**src/rtl/can_pkg.sv**
```systemverilog
// Shared constants and types for the CAN controller receive path.
// Receive FIFO: 64-byte circular buffer, frames of 3..13 bytes.
package can_pkg;

  localparam int FIFO_DEPTH    = 64;
  localparam int FRAME_LEN_MAX = 13;
  localparam int PTR_W         = 6;
  localparam int RMC_W         = 7;
  localparam int LEN_W         = 4;

  typedef logic [PTR_W-1:0] ptr_t;
  typedef logic [RMC_W-1:0] cnt_t;
  typedef logic [LEN_W-1:0] len_t;

endpackage

```
**src/rtl/can_rx_length_fifo.sv**
```systemverilog
// Frame-length FIFO: one 4-bit entry per committed frame.
// Head is combinational so a release can advance rbsa in one clk.
module can_rx_length_fifo
  import can_pkg::*;
(
  input  logic clk,
  input  logic rst_n,
  input  logic clear,
  input  logic push,
  input  len_t push_len,
  input  logic pop,
  output len_t head,
  output cnt_t count
);

  len_t mem_q [FIFO_DEPTH];
  ptr_t wp_q, wp_d;
  ptr_t rp_q, rp_d;
  cnt_t cnt_q, cnt_d;
  logic do_push, do_pop;

  always_comb begin
    do_pop  = pop && (cnt_q != '0);
    do_push = push &&
              ((cnt_q != cnt_t'(FIFO_DEPTH)) || do_pop);
    wp_d  = wp_q + ptr_t'(do_push);
    rp_d  = rp_q + ptr_t'(do_pop);
    cnt_d = cnt_q + cnt_t'(do_push) - cnt_t'(do_pop);
    if (clear) begin
      do_push = 1'b0;
      wp_d    = '0;
      rp_d    = '0;
      cnt_d   = '0;
    end
  end

  always_ff @(posedge clk or negedge rst_n) begin
    if (!rst_n) begin
      wp_q  <= '0;
      rp_q  <= '0;
      cnt_q <= '0;
    end else begin
      wp_q  <= wp_d;
      rp_q  <= rp_d;
      cnt_q <= cnt_d;
    end
  end

  always_ff @(posedge clk) begin
    if (do_push) mem_q[wp_q] <= push_len;
  end

  assign head  = mem_q[rp_q];
  assign count = cnt_q;

endmodule

```
**src/rtl/can_rx_fifo.sv**
```systemverilog
// SJA1000-style receive FIFO: frame RAM, RMC, RBSA, data overrun.
// CAN_RX_FIFO_DIRECT_ACCESS_EN adds an absolute RAM read window.
module can_rx_fifo
  import can_pkg::*;
(
  input  logic       clk,
  input  logic       rst_n,
  input  logic       reset_mode,
  input  logic       wr_en,
  input  logic [7:0] wr_data,
  input  logic       wr_commit,
  input  logic       wr_discard,
  input  logic       release_buffer,
  input  logic       clear_overrun,
  input  logic [3:0] rd_addr,
`ifdef CAN_RX_FIFO_DIRECT_ACCESS_EN
  input  logic       direct_en,
  input  logic [5:0] direct_addr,
`endif
  output logic [7:0] rd_data,
  output logic [6:0] rmc,
  output logic       rx_buffer_full,
  output logic       overrun,
  output logic       overrun_pulse,
  output logic [5:0] rbsa
);

  logic [7:0] ram_q [FIFO_DEPTH];

  ptr_t rbsa_q, rbsa_d;
  ptr_t wp_q, wp_d;
  ptr_t wpp_q, wpp_d;
  len_t plen_q, plen_d;
  cnt_t used_q, used_d;
  logic poison_q, poison_d;
  logic overrun_q, overrun_d;
  logic pulse_q, pulse_d;
  logic [7:0] rd_data_q, rd_data_d;

  cnt_t free_cnt;
  cnt_t rmc_cnt;
  len_t head_len;
  len_t plen_eff;
  ptr_t wpp_eff;
  ptr_t rd_ptr;
  logic poison_eff;
  logic wr_ok, drop, ram_we;
  logic commit_ok, rel_ok;

  can_rx_length_fifo u_len_fifo (
    .clk      (clk),
    .rst_n    (rst_n),
    .clear    (reset_mode),
    .push     (commit_ok),
    .push_len (plen_eff),
    .pop      (rel_ok),
    .head     (head_len),
    .count    (rmc_cnt)
  );

  always_comb begin
    free_cnt = cnt_t'(FIFO_DEPTH) - used_q
             - cnt_t'(plen_q);
    wr_ok    = wr_en && (free_cnt != '0) &&
               (plen_q != len_t'(FRAME_LEN_MAX));
    drop     = wr_en && (free_cnt == '0) && !reset_mode;
    ram_we   = wr_ok && !reset_mode;
    plen_eff   = plen_q + len_t'(wr_ok);
    wpp_eff    = wpp_q + ptr_t'(wr_ok);
    // An over-long frame is poisoned but does not count as overrun.
    poison_eff = poison_q || (wr_en && !wr_ok);
    commit_ok  = wr_commit && !wr_discard && !poison_eff &&
                 (plen_eff != '0) && !reset_mode;
    rel_ok     = release_buffer && (rmc_cnt != '0) &&
                 !reset_mode;
  end

  always_comb begin
    rbsa_d    = rbsa_q;
    wp_d      = wp_q;
    wpp_d     = wpp_q;
    plen_d    = plen_q;
    used_d    = used_q;
    poison_d  = poison_q;
    overrun_d = overrun_q;
    pulse_d   = 1'b0;
    if (reset_mode) begin
      rbsa_d    = '0;
      wp_d      = '0;
      wpp_d     = '0;
      plen_d    = '0;
      used_d    = '0;
      poison_d  = 1'b0;
      overrun_d = 1'b0;
    end else begin
      wpp_d    = wpp_eff;
      plen_d   = plen_eff;
      poison_d = poison_eff;
      if (wr_commit || wr_discard) begin
        wpp_d    = commit_ok ? wpp_eff : wp_q;
        plen_d   = '0;
        poison_d = 1'b0;
      end
      if (commit_ok) wp_d = wpp_eff;
      if (rel_ok) rbsa_d = rbsa_q + ptr_t'(head_len);
      used_d = used_q
             + (commit_ok ? cnt_t'(plen_eff) : '0)
             - (rel_ok ? cnt_t'(head_len) : '0);
      if (clear_overrun) overrun_d = 1'b0;
      if (drop) overrun_d = 1'b1;
      pulse_d = drop && !overrun_q;
    end
  end

`ifdef CAN_RX_FIFO_DIRECT_ACCESS_EN
  assign rd_ptr = direct_en ? direct_addr
                            : rbsa_q + ptr_t'(rd_addr);
`else
  assign rd_ptr = rbsa_q + ptr_t'(rd_addr);
`endif

  assign rd_data_d = ram_q[rd_ptr];

  always_ff @(posedge clk) begin
    if (ram_we) ram_q[wpp_q] <= wr_data;
  end

  always_ff @(posedge clk or negedge rst_n) begin
    if (!rst_n) begin
      rbsa_q    <= '0;
      wp_q      <= '0;
      wpp_q     <= '0;
      plen_q    <= '0;
      used_q    <= '0;
      poison_q  <= 1'b0;
      overrun_q <= 1'b0;
      pulse_q   <= 1'b0;
      rd_data_q <= '0;
    end else begin
      rbsa_q    <= rbsa_d;
      wp_q      <= wp_d;
      wpp_q     <= wpp_d;
      plen_q    <= plen_d;
      used_q    <= used_d;
      poison_q  <= poison_d;
      overrun_q <= overrun_d;
      pulse_q   <= pulse_d;
      rd_data_q <= rd_data_d;
    end
  end

  assign rd_data        = rd_data_q;
  assign rmc            = rmc_cnt;
  assign rx_buffer_full = (rmc_cnt != '0);
  assign overrun        = overrun_q;
  assign overrun_pulse  = pulse_q;
  assign rbsa           = rbsa_q;

endmodule

```
**config.mk**
```make
export PLATFORM = sky130hd
export DESIGN_NAME = can_rx_fifo
export DESIGN_NICKNAME = d
export VERILOG_FILES = /design/src/rtl/can_pkg.sv /design/src/rtl/can_rx_length_fifo.sv /design/src/rtl/can_rx_fifo.sv
export SDC_FILE = /design/constraint.sdc
export NUM_CORES = 1
export LEC_CHECK = 0
export ABC_AREA = 1
export CAP_MARGIN = 20
export CORE_MARGIN = 8
export CORE_UTILIZATION = 45
export DETAILED_ROUTE_END_ITERATION = 10
export PLACE_DENSITY = 0.61
export SYNTH_ARGS = -nofsm -noshare
export SYNTH_HDL_FRONTEND = slang
export SYNTH_HIERARCHICAL = 1
export SYNTH_SLANG_ARGS = --single-unit
```
**constraint.sdc**
```tcl
create_clock -name clk -period 11.19 [get_ports clk]
set_clock_uncertainty 0.15 [all_clocks]
set_input_delay 1.6785 -clock clk [delete_from_list [all_inputs] [get_ports clk]]
set_output_delay 1.6785 -clock clk [all_outputs]
set_load 0.01 [all_outputs]
```
# Yosys cells after proc, flatten, opt, wreduce, memory -nomap -nowiden
# Memories as Yosys holds them, arrays and structs flattened. A register that Yosys moved wholly into a read port is not among the register bits.
# Index checks and enable logic that the tools add are counted.
# op_classes
addsub,12
n_reduce_logical,30
n_mux,25
eq_ne,2
# op_table
operator,n
6-bit 2-to-1 mux,8
6-bit by 1-bit adder with 6-bit output,3
4-bit 2-to-1 mux,4
1-bit logical AND,15
7-bit 2-to-1 mux,2
7-bit nonzero test,2
7-bit by 4-bit subtractor with 7-bit output,2
6-bit by 4-bit adder with 6-bit output,2
1-bit 2-to-1 mux,11
7-bit by 1-bit adder with 7-bit output,1
7-bit by 4-bit adder with 7-bit output,1
7-bit logical NOT,1
7-bit != test (second input constant),1
7-bit by 1-bit subtractor with 7-bit output,1
7-bit subtractor (first input constant),1
1-bit logical NOT,6
4-bit by 1-bit adder with 4-bit output,1
4-bit != test (second input constant),1
4-bit nonzero test,1
1-bit logical OR,3
3-bit nonzero test,1
2-bit nonzero test,1
# word_totals
out_inout_bits,24
inputBits,20
memories,2
register_bits,51
wordCells,82
ram_bits,768
# mem_list
name,depth,width,read_ports,rd_ports_with_merged_regs,wr,line,source
ram_q,64,8,1,1,1,can_rx_fifo.sv:28,logic [7:0] ram_q [FIFO_DEPTH];
u_len_fifo.mem_q,64,4,1,0,1,can_rx_length_fifo.sv:16,len_t mem_q [FIFO_DEPTH];

# Logic depth before layout (Yosys ltp)
# Gate-level depths: netlist of the first run.
# logic_depth
ltp_word,16
depth_mapped,36

# Modules after synthesis
# Netlist of the first run, hierarchy kept.
# modules_own_cells
module,seq_area_each_um2,cells_each,area_per_inst_um2,n_inst
can_rx_fifo,16375.7,1944,23282.3,1
can_rx_length_fifo,8162.8,1083,11886.4,1

# Least setup slack after synthesis of the first run
# No wires, ideal clock.
# synth_timing
path_type,input -> register
startpoint,input wr_en
endpoint,register used_q[6]
slack_ns,4.102
path_stages,25
arrival_ns,6.815
path_buffers,0
cell_sequence,inv_1 > a31oi_1 > nand2_4 > inv_1 > ha_1 > ha_1 > xor2_1 > nor3_1 > a21oi_2 > nand3_2 > inv_2 > nand2_1 > ha_1 > inv_1 > ha_1 > inv_1 > fa_1 > o21ai_0 > nand2_1 > a21oi_1 > nor2_1 > nor2_1 > nor2_1 > o21ai_0 > a21oi_1
# synth_between
word_cells_on_any_way,15
classes_between,add/sub (3); mux (2); reduce/logical (10)
# synth_lines
element,line,source
from (decl),can_rx_fifo.sv:9,"input logic wr_en,"
1-bit logical AND (2 in a row),can_rx_fifo.sv:64,wr_ok = wr_en && (free_cnt != '0) &&
4-bit by 1-bit adder with 4-bit output,can_rx_fifo.sv:68,plen_eff = plen_q + len_t'(wr_ok);
net plen_eff[2],can_rx_fifo.sv:43,len_t plen_eff;
4-bit nonzero test,can_rx_fifo.sv:73,(plen_eff != '0) && !reset_mode;
1-bit logical AND,can_rx_fifo.sv:72,commit_ok = wr_commit && !wr_discard && !poison_eff &&
1-bit logical AND,can_rx_fifo.sv:73,
net commit_ok,can_rx_fifo.sv:48,"logic commit_ok, rel_ok;"
4-bit 2-to-1 mux,can_rx_fifo.sv:107,+ (commit_ok ? cnt_t'(plen_eff) : '0)
7-bit by 4-bit adder with 7-bit output,can_rx_fifo.sv:107,
7-bit by 4-bit subtractor with 7-bit output,can_rx_fifo.sv:108,- (rel_ok ? cnt_t'(head_len) : '0);
7-bit 2-to-1 mux,can_rx_fifo.sv:87,if (reset_mode) begin
net used_d[6],can_rx_fifo.sv:34,"cnt_t used_q, used_d;"
to (signal assigned),can_rx_fifo.sv:144,used_q <= used_d;
to (decl),can_rx_fifo.sv:34,
# The timed path passes the listed nets, and every way through them passes these cells.
# A chain may end at the register's enable or synchronous reset.

# Final worst setup path of the first run
# layout_timing
startpoint,register plen_q[1]
endpoint,register used_q[6]
# layout_between
word_cells_on_any_way,18
classes_between,add/sub (4); eq/ne (1); mux (2); reduce/logical (11)
# layout_lines
element,line,source
from (decl),can_rx_fifo.sv:33,"len_t plen_q, plen_d;"
from (signal assigned),can_rx_fifo.sv:143,plen_q <= plen_d;
7-bit by 4-bit subtractor with 7-bit output,can_rx_fifo.sv:63,- cnt_t'(plen_q);
7-bit nonzero test,can_rx_fifo.sv:64,
1-bit logical AND,can_rx_fifo.sv:64,
1-bit logical AND *,can_rx_fifo.sv:64,
4-bit by 1-bit adder with 4-bit output *,can_rx_fifo.sv:68,
net plen_eff[0],can_rx_fifo.sv:43,
4-bit nonzero test *,can_rx_fifo.sv:73,
1-bit logical AND *,can_rx_fifo.sv:72,
1-bit logical AND *,can_rx_fifo.sv:73,
net commit_ok,can_rx_fifo.sv:48,
4-bit 2-to-1 mux *,can_rx_fifo.sv:107,
7-bit by 4-bit adder with 7-bit output *,can_rx_fifo.sv:107,
7-bit by 4-bit subtractor with 7-bit output *,can_rx_fifo.sv:108,
7-bit 2-to-1 mux *,can_rx_fifo.sv:87,
net used_d[6],can_rx_fifo.sv:34,
# The timed path passes the listed nets; every way through them passes the cells marked *.

==> implementation parameters, run 1 <==
Parameter                              Value

Critical path
  Classification of the worst setup path ... flip-flop to flip-flop
  Startpoint Class ... flip-flop
  CP peak stage delay ... about 0.55 ns
  Flop-to-flop setup slack ... a little under 5 ns
  Kind of capture point of the worst setup path ... flip-flop
  Master of the slowest instance on the critical path ... sky130_fd_sc_hd__buf_4
  Capture instance of the worst register-to-register path ... used_q[6]
  Critical path required time ... ~12 ns
  Critical path data arrival time ... slightly below 7 ns
  Largest fanout of any net on the critical path ... 67
  Length in cells of the worst reg-to-reg path ... 34
  Cell occurring most often along the worst timing path ... sky130_fd_sc_hd__inv_1
  Origin of the critical flop-to-flop path ... plen_q[1]

Placed design
  Half-perimeter wire length of the detailed placement result ... 50300 microns
  Input/output buffers ... 43
  Final weighted congestion in routability-driven placement ... roughly 0.83

Clock tree
  Register clock-pin slew on the reported worst setup and hold paths ... roughly 0.06 ns
  Hold buffer count at cts ... 0
  Clock tree from TritonCTS ... done
  Inserted Clock Buffers ... 90
  Sinks on the clock net ... about 830
  Postcts setup bufs ... 0
  Count of H-tree levels built during CTS ... 3
  Insertion delay to the later sink of the worst-skew pair ... between 0.6 and 0.7 ns
  Total of cells resized after clock tree synthesis ... 0
  Maximum clock path buffer count ... 3
  Root buffer cell ... sky130_fd_sc_hd__clkbuf_16

Drt
  Detailed Route WL ... roughly 88000 microns
  DRT iter0 DRCs ... approximately 2500
  Number of optimization iterations in the first detailed-route pass ... 5
  Detailed-route via count ... between 20000 and 25000
  Vias per cell ... 5.62
  Antenna-violating nets left ... 0
  DR DRC count ... 0
  Drt wl/cell ... about 21 microns

GRT
  Via count of the first global-routing pass ... about 23000
  Pin count of the biggest net entering global routing ... about 260
  Number of antenna violations at the first check in global routing ... 2
  Overall fraction of global-route tracks in use ... between 10% and 20%
  GR Overflow Total ... 0
  Global-route wire length before repair ... between 100000 and 150000 microns

STA
  Max_slew headroom ... roughly 22%
  Post-route setup TNS ... 0 ns
  Final setup violation count ... 0
  Achievable clock frequency ... ~160 MHz
  Slew of the pin with the lowest slew margin ... 1.18 ns
  Max-slew violations ... 0
  Final critical delay including setup and external delays ... 6.37 ns
  Number of failing hold endpoints at the final stage ... 0
  Fin crit share ... between 50% and 60%
  Unrepaired setup endpoints after global routing ... no

Synth
  Portion of the post-synthesis area used by sequential elements ... between 60% and 70%
  Number of warnings printed during yosys synthesis ... 6
  Post-Syn Instances ... just over 3000
  Total nets after synthesis ... 3096
  Syn_area_per_cell ... 11.6 sq um
  Count of unique library cells instantiated by Yosys ... between 40 and 50
  Most used DFF post-synth ... sky130_fd_sc_hd__edfxtp_1
  Cell Area, Synth ... around 35000 sq um
  Number of synthesized register bits ... a little over 800
  Post-synth EDFFs ... around 770
  Proportion of synthesized flip-flops having asynchronous set or reset ... 7.13%

Hold path
  Path type of the worst min-delay path ... flip-flop to flip-flop
  Hold_sp ... overrun
  Min-Delay Path Depth ... 1
  Hold Crit Endpoint ... overrun_pulse

Die
  Die span in x ... between 200 and 300 microns
  Starting utilization of the core area ... 45.4%
  Die Footprint ... between 80000 and 90000 sq um
  Die boundary height ... ~300 microns
  Cell Rows ... just over 100
  Area of the core region ... approximately 77000 sq um
  Boundary pin count ... 44

Run status
  Outcome ... finished clean

Finish
  Area added between synthesis and finish ... 12.4%
  Layout cell share with drive strength beyond 1 ... between 7 and 8%
  Antenna diode count ... 0
  NumNets Final ... ~3100
  Core utilization of the finished layout ... a little over 50%

Pwr
  Maximum VDD drop ... ~180 uV
  Lkg Pwr ... ~0.014 uW
  Power density normalized to cell area ... 236 nW/um^2

Run
  Number of violations of the max-capacitance limit ... 0
cell usage in the layout (no fill, tap or decap), types with 3 or more instances in the layout:
cell type	n
sky130_fd_sc_hd__nor2_1	504
sky130_fd_sc_hd__clkbuf_1	16
sky130_fd_sc_hd__nand4_1	8
sky130_fd_sc_hd__buf_16	4
sky130_fd_sc_hd__o211ai_1	62
sky130_fd_sc_hd__o21ai_0	149
sky130_fd_sc_hd__clkinv_1	12
sky130_fd_sc_hd__clkbuf_8	5
sky130_fd_sc_hd__buf_4	29
sky130_fd_sc_hd__fa_1	7
sky130_fd_sc_hd__inv_6	4
sky130_fd_sc_hd__nand3_1	343
sky130_fd_sc_hd__clkdlybuf4s50_1	34
sky130_fd_sc_hd__nor3_1	5
sky130_fd_sc_hd__bufinv_16	13
sky130_fd_sc_hd__dfrtp_1	57
sky130_fd_sc_hd__o22ai_1	65
sky130_fd_sc_hd__clkbuf_16	92
sky130_fd_sc_hd__or2_2	3
sky130_fd_sc_hd__a21oi_1	32
sky130_fd_sc_hd__inv_1	113
sky130_fd_sc_hd__edfxtp_1	768
sky130_fd_sc_hd__xor2_1	4
sky130_fd_sc_hd__nand2_1	514
sky130_fd_sc_hd__ha_1	38
sky130_fd_sc_hd__clkinv_16	4
sky130_fd_sc_hd__inv_2	6
sky130_fd_sc_hd__nand4_4	8
sky130_fd_sc_hd__o21a_1	8
sky130_fd_sc_hd__a31oi_1	4
sky130_fd_sc_hd__buf_2	8
sky130_fd_sc_hd__clkinv_2	21
sky130_fd_sc_hd__o21ai_1	132
sequential cells by signal, summed over array words and instances, names as in the netlist:
name and flops:
ram_q 512, u_len_fifo/mem_q 256, rd_data 8, u_len_fifo/count 7, used_q 7, rbsa 6
u_len_fifo/rp_q 6, u_len_fifo/wp_q 6, wp_q 6, wpp_q 6, plen_q 4, overrun 1
overrun_pulse 1, poison_q 1
cells by family (layout without fill, tap and decap cells):
kind of cell / after synthesis / count (layout) / synth area share [%]
AO/OA/AOI/OAI: 454 / 454 / 7.23
XOR/XNOR: 11 / 11 / 0.295
adder cells (fa/ha/maj): 49 / 49 / 1.91
buffers and inverters: 289 / 367 / 3.97
flip-flops: 827 / 827 / 69.8
AND/OR/NAND/NOR: 1397 / 1397 / 16.8
Yosys cell counts, types with 2 or more instances:
master	count	area, sq um
sky130_fd_sc_hd__clkbuf_1	48	180
sky130_fd_sc_hd__buf_1	14	52.6
sky130_fd_sc_hd__clkinv_1	2	7.51
sky130_fd_sc_hd__a31oi_1	4	25.0
sky130_fd_sc_hd__o22ai_1	65	407
sky130_fd_sc_hd__inv_1	113	424
sky130_fd_sc_hd__o21a_1	8	60.1
sky130_fd_sc_hd__nand2_1	514	1930
sky130_fd_sc_hd__nand3_1	343	1720
sky130_fd_sc_hd__or2_2	3	18.8
sky130_fd_sc_hd__ha_1	41	513
sky130_fd_sc_hd__nand4_1	8	50.1
sky130_fd_sc_hd__nor2_1	504	1890
sky130_fd_sc_hd__o21ai_0	149	746
sky130_fd_sc_hd__buf_2	69	345
sky130_fd_sc_hd__o21ai_1	132	661
sky130_fd_sc_hd__xor2_1	7	61.3
sky130_fd_sc_hd__edfxtp_1	768	23100
sky130_fd_sc_hd__dfrtp_1	59	1480
sky130_fd_sc_hd__buf_4	10	75.1
sky130_fd_sc_hd__nand2_4	2	22.5
sky130_fd_sc_hd__nor3_1	5	25.0
sky130_fd_sc_hd__nor4_1	2	12.5
sky130_fd_sc_hd__fa_1	8	160
sky130_fd_sc_hd__nand4_4	8	170
sky130_fd_sc_hd__buf_6	25	282
sky130_fd_sc_hd__inv_2	8	30.0
sky130_fd_sc_hd__a21oi_1	32	160
sky130_fd_sc_hd__o211ai_1	62	465
sky130_fd_sc_hd__xnor2_1	3	26.3
critical path: cells and delay by family, from the launching register on:
kind | cells | cell delay [ns]
adders and majority gates | 7 | 2.33
buffers and inverters | 8 | 1.10
and+or+nand+nor | 14 | 1.32
DFF | 1 | 0.42
AOI/OAI and AO/OA | 5 | 0.91
area by class of cell:
cell class                      instances  area [sq um]
Fill cell                            6654         37900
Sequential cell                       827         24500
Multi-Input combinational cell       1911          9310
Clock buffer                          113          2430
Tap cell                             1040          1300
Timing Repair Buffer                   77           748
Clock inverter                         54           718
Inverter                              123           468
report_power, final:
group	switching (uW)	leakage [uW]	internal [uW]
clock network	1240	0.00154	1860
logic	1870	0.00453	851
registers	57.9	0.00773	3450
total	3170	0.0138	6160
worst max path at each step:
stage                          from        end  slack [ns]  cells past startpoint
final                     plen_q[1]  used_q[6]        4.82                     34
after global placement        wr_en  used_q[6]        4.54                     25
after floorplan               wr_en  used_q[6]        4.10                     25
after detailed placement      wr_en  used_q[6]        4.46                     25
after global routing      plen_q[1]  used_q[6]        4.22                     34
after CTS                 plen_q[1]  used_q[6]        4.75                     34
metrics by stage:
step	power, uW	hold WS [ns]	worst slack, ns	instance area, sq um	instances
floorplan	5420	0.341	4.10	35200	3027
global placement	6190	0.349	4.54	36200	3973
detailed placement	6250	0.340	4.46	36300	3974
CTS	9350	0.347	4.75	39400	4141
global route	9790	0.352	4.22	39500	4145
finish	9330	0.338	4.82	39500	4145
metal layers:
metal,share of wire (%),GRT usage [%],vias to the layer above
met5,0.024,0,-
met4,3.1,6.65,4
met3,7.6,3.72,171
met2,46,31.5,885
met1,43,27.9,11500
li1,-,-,10700
(Power assumes the default switching activity.)
==> inputs of run 2 (changes only) <==
==> constraint.sdc (replaced) <==
create_clock -name clk -period 6.45 [get_ports clk]
set_clock_uncertainty 0.15 [all_clocks]
set_input_delay 0.9675 -clock clk [delete_from_list [all_inputs] [get_ports clk]]
set_output_delay 0.9675 -clock clk [all_outputs]
set_load 0.01 [all_outputs]
==> implementation parameters, run 2 (synthesis gave the netlist of run 1 again) <==
Parameter                              Value

Pwr
  Lkg Pwr ... 0.0136 uW (-1.2%)
  Net switching power figure ... 5310 uW (+68%)
  Final Power ... 15700 uW (+69%)
  Maximum VDD drop ... 331 uV (+87%)
  Int Pwr ... 10400 uW (+69%)
  Clock share of power ... 31.8% (-1.4 points)
  Power density normalized to cell area ... 402 nW/um^2 (+70%)
  Sequential Power Share ... 38.7% (+1.1 points)
  Switching portion of total power ... 33.7% (-0.23 points)
  Logic gate share of total power ... 29.5% (+0.3 points)

GRT
  Number of antenna violations at the first check in global routing ... 0 (-2)
  Via count of the first global-routing pass ... 23000 (+0.81%)
  GR Overflow Total ... 0 (unchanged)
  Pin count of the biggest net entering global routing ... 237 (-7.1%)
  Overall fraction of global-route tracks in use ... 19.6% (-0.37 points)
  Global-route wire length before repair ... 133000 microns (-1.2%)

Critical path
  Largest fanout of any net on the critical path ... 7 (-90%)
  Cell occurring most often along the worst timing path ... sky130_fd_sc_hd__inv_1
  Critical path data arrival time ... 6.22 ns (-0.51 ns)
  Critical path required time ... 6.81 ns (-4.75 ns)
  Startpoint Class ... flip-flop
  Master of the slowest instance on the critical path ... sky130_fd_sc_hd__fa_1
  Classification of the worst setup path ... flip-flop to flip-flop
  Kind of capture point of the worst setup path ... flip-flop
  CP peak stage delay ... 0.54 ns (about the same)

Drt
  Drt wl/cell ... 20.9 microns (-1.4%)
  Detailed-route via count ... 23100 (-0.77%)
  Number of optimization iterations in the first detailed-route pass ... 6 (+1)
  Antenna-violating nets left ... 0 (unchanged)
  DRT iter0 DRCs ... 2378 (-3.0%)
  Vias per cell ... 5.59 (-0.56%)
  DR DRC count ... 0 (unchanged)
  Detailed Route WL ... 86500 microns (-1.6%)

Finish
  Most common library cell in the layout ignoring fill and taps ... sky130_fd_sc_hd__edfxtp_1
  Largest register FFs ... 512 (unchanged)
  Highest-count cells in the layout ignoring fill and taps ... sky130_fd_sc_hd__edfxtp_1, sky130_fd_sc_hd__nand2_1, sky130_fd_sc_hd__nor2_1
  Register containing the most flip-flops in the final layout ... ram_q
  Layout cell share with drive strength beyond 1 ... 6.43% (-0.72 points)
  Area added between synthesis and finish ... 11.5%
  NumNets Final ... 3095 (-0.13%)
  # fillers ... 6736 (+1.2%)
  Finished Layout Cells ... 4136 (-0.22%)
  Total non-filler cell area in the finished layout ... 39200 sq um (-0.79%)

Die
  Cell Rows ... 102 (unchanged)
  Starting utilization of the core area ... 45.4% (unchanged)
  Die boundary height ... 296 microns (unchanged)
  Die span in x ... 296 microns (unchanged)
  Die Footprint ... 87400 sq um (unchanged)
  Area of the core region ... 77500 sq um (unchanged)
  Boundary pin count ... 44 (unchanged)

Placed design
  Final weighted congestion in routability-driven placement ... 0.833 (+0.23%)
  Inst Count DP ... 3977 (+0.075%)
  Half-perimeter wire length of the detailed placement result ... 50100 microns (-0.35%)
  DP Area ... 36300 sq um (about the same)
  Input/output buffers ... 43 (unchanged)

STA
  Max_slew headroom ... 23.1% (+1.5 points)
  Max-slew violations ... 0 (unchanged)
  Final setup violation count ... 0 (unchanged)
  Slew of the pin with the lowest slew margin ... 1.15 ns (-0.0229 ns)
  Fin crit share ... 90.9% (+34 points)
  Achievable clock frequency ... 171 MHz (+8.7%)
  Number of failing hold endpoints at the final stage ... 0 (unchanged)
  Unrepaired setup endpoints after global routing ... no
  Post-route setup TNS ... 0 ns (unchanged)
  Final critical delay including setup and external delays ... 5.86 ns (-0.507 ns)

Hold path
  Path type of the worst min-delay path ... input port to asynchronous set/reset pin

Clock tree
  Total of cells resized after clock tree synthesis ... 0 (unchanged)
  Root buffer cell ... sky130_fd_sc_hd__clkbuf_16
  Sinks on the clock net ... 827 (unchanged)
  Inserted Clock Buffers ... 86 (-4.4%)
  Clock tree from TritonCTS ... done
  Count of H-tree levels built during CTS ... 3 (unchanged)
  Register clock-pin slew on the reported worst setup and hold paths ... 0.06 ns (about the same)
  Hold buffer count at cts ... 0 (unchanged)
  Insertion delay to the later sink of the worst-skew pair ... 0.62 ns (-0.03 ns)
  Postcts setup bufs ... 0 (unchanged)
  Maximum clock path buffer count ... 3 (unchanged)

Run status
  Outcome ... finished clean

Run
  Number of violations of the max-capacitance limit ... 0 (unchanged)
run 2: changes by cell type in the layout (fill, tap and decap cells not counted), sizes merged:
| cell | previous run | this run |
|---|---|---|
| clkinv | 38 | 28 |
| clkbuf | 113 | 119 |
| inv | 124 | 121 |
| bufinv | 13 | 10 |
| diode | 0 | 1 |
run 2: per-layer routing:
metal	wire [microns]	track usage, %	vias up
met5	0	0	-
met4	2220	5.99	0
met3	6360	2.92	142
met2	41300	32.6	893
met1	36700	26.6	11400
li1	-	-	10700
run 2: area by class of cell:
class,count,area (sq um),area share [%]
Inverter,123,468,1.19
Sequential cell,827,24500,62.6
Antenna cell,1,2.50,0.00638
Clock buffer,119,2380,6.07
Clock inverter,38,499,1.27
Timing Repair Buffer,77,704,1.80
Tap cell,1040,1300,3.32
Multi-Input combinational cell,1911,9310,23.7
run 2: power by group through the flow:
| stage | Clock (uW) | Sequential [uW] | Combinational (uW) |
|---|---|---|---|
| detailed placement | 0 | 6210 | 4600 |
| global placement | 0 | 6210 | 4530 |
| CTS | 5100 | 6100 | 4620 |
| global route | 5290 | 6110 | 5150 |
| finish | 5010 | 6100 | 4640 |
| floorplan | 0 | 6180 | 3230 |
run 2: worst paths after layout:
path	start	end	slack, ns	cells past startpoint
worst max-delay path	plen_q[1]	used_q[6]	0.59	35
min in group clk	overrun	overrun_pulse	0.42	1
worst min-delay path	rst_n	rbsa[5]	0.34	1
worst max register to register	plen_q[1]	used_q[6]	0.59	35
worst min register to register	overrun	overrun_pulse	0.42	1
max in group asynchronous	rst_n	u_len_fifo/rp_q[0]	5.08	1
run 2: metrics by stage:
step           util, %  setup WS [ns]  hold WS [ns]
6_report          50.6          0.590         0.342
5_1_grt           50.6         0.0639         0.375
4_1_cts           50.6          0.590         0.337
3_5_place_dp      46.9          0.606         0.413
3_3_place_gp      46.8          0.768         0.417
2_1_floorplan        -         0.0972         0.341
run 2: critical path, delay by kind of cell (launching register included):
family,cells,cell delay [ns]
fa+ha+maj,8,2.33
simple gates,14,1.25
compound gates,5,0.91
buf+inv,7,0.54
flops,1,0.42
xor+xnor,1,0.14
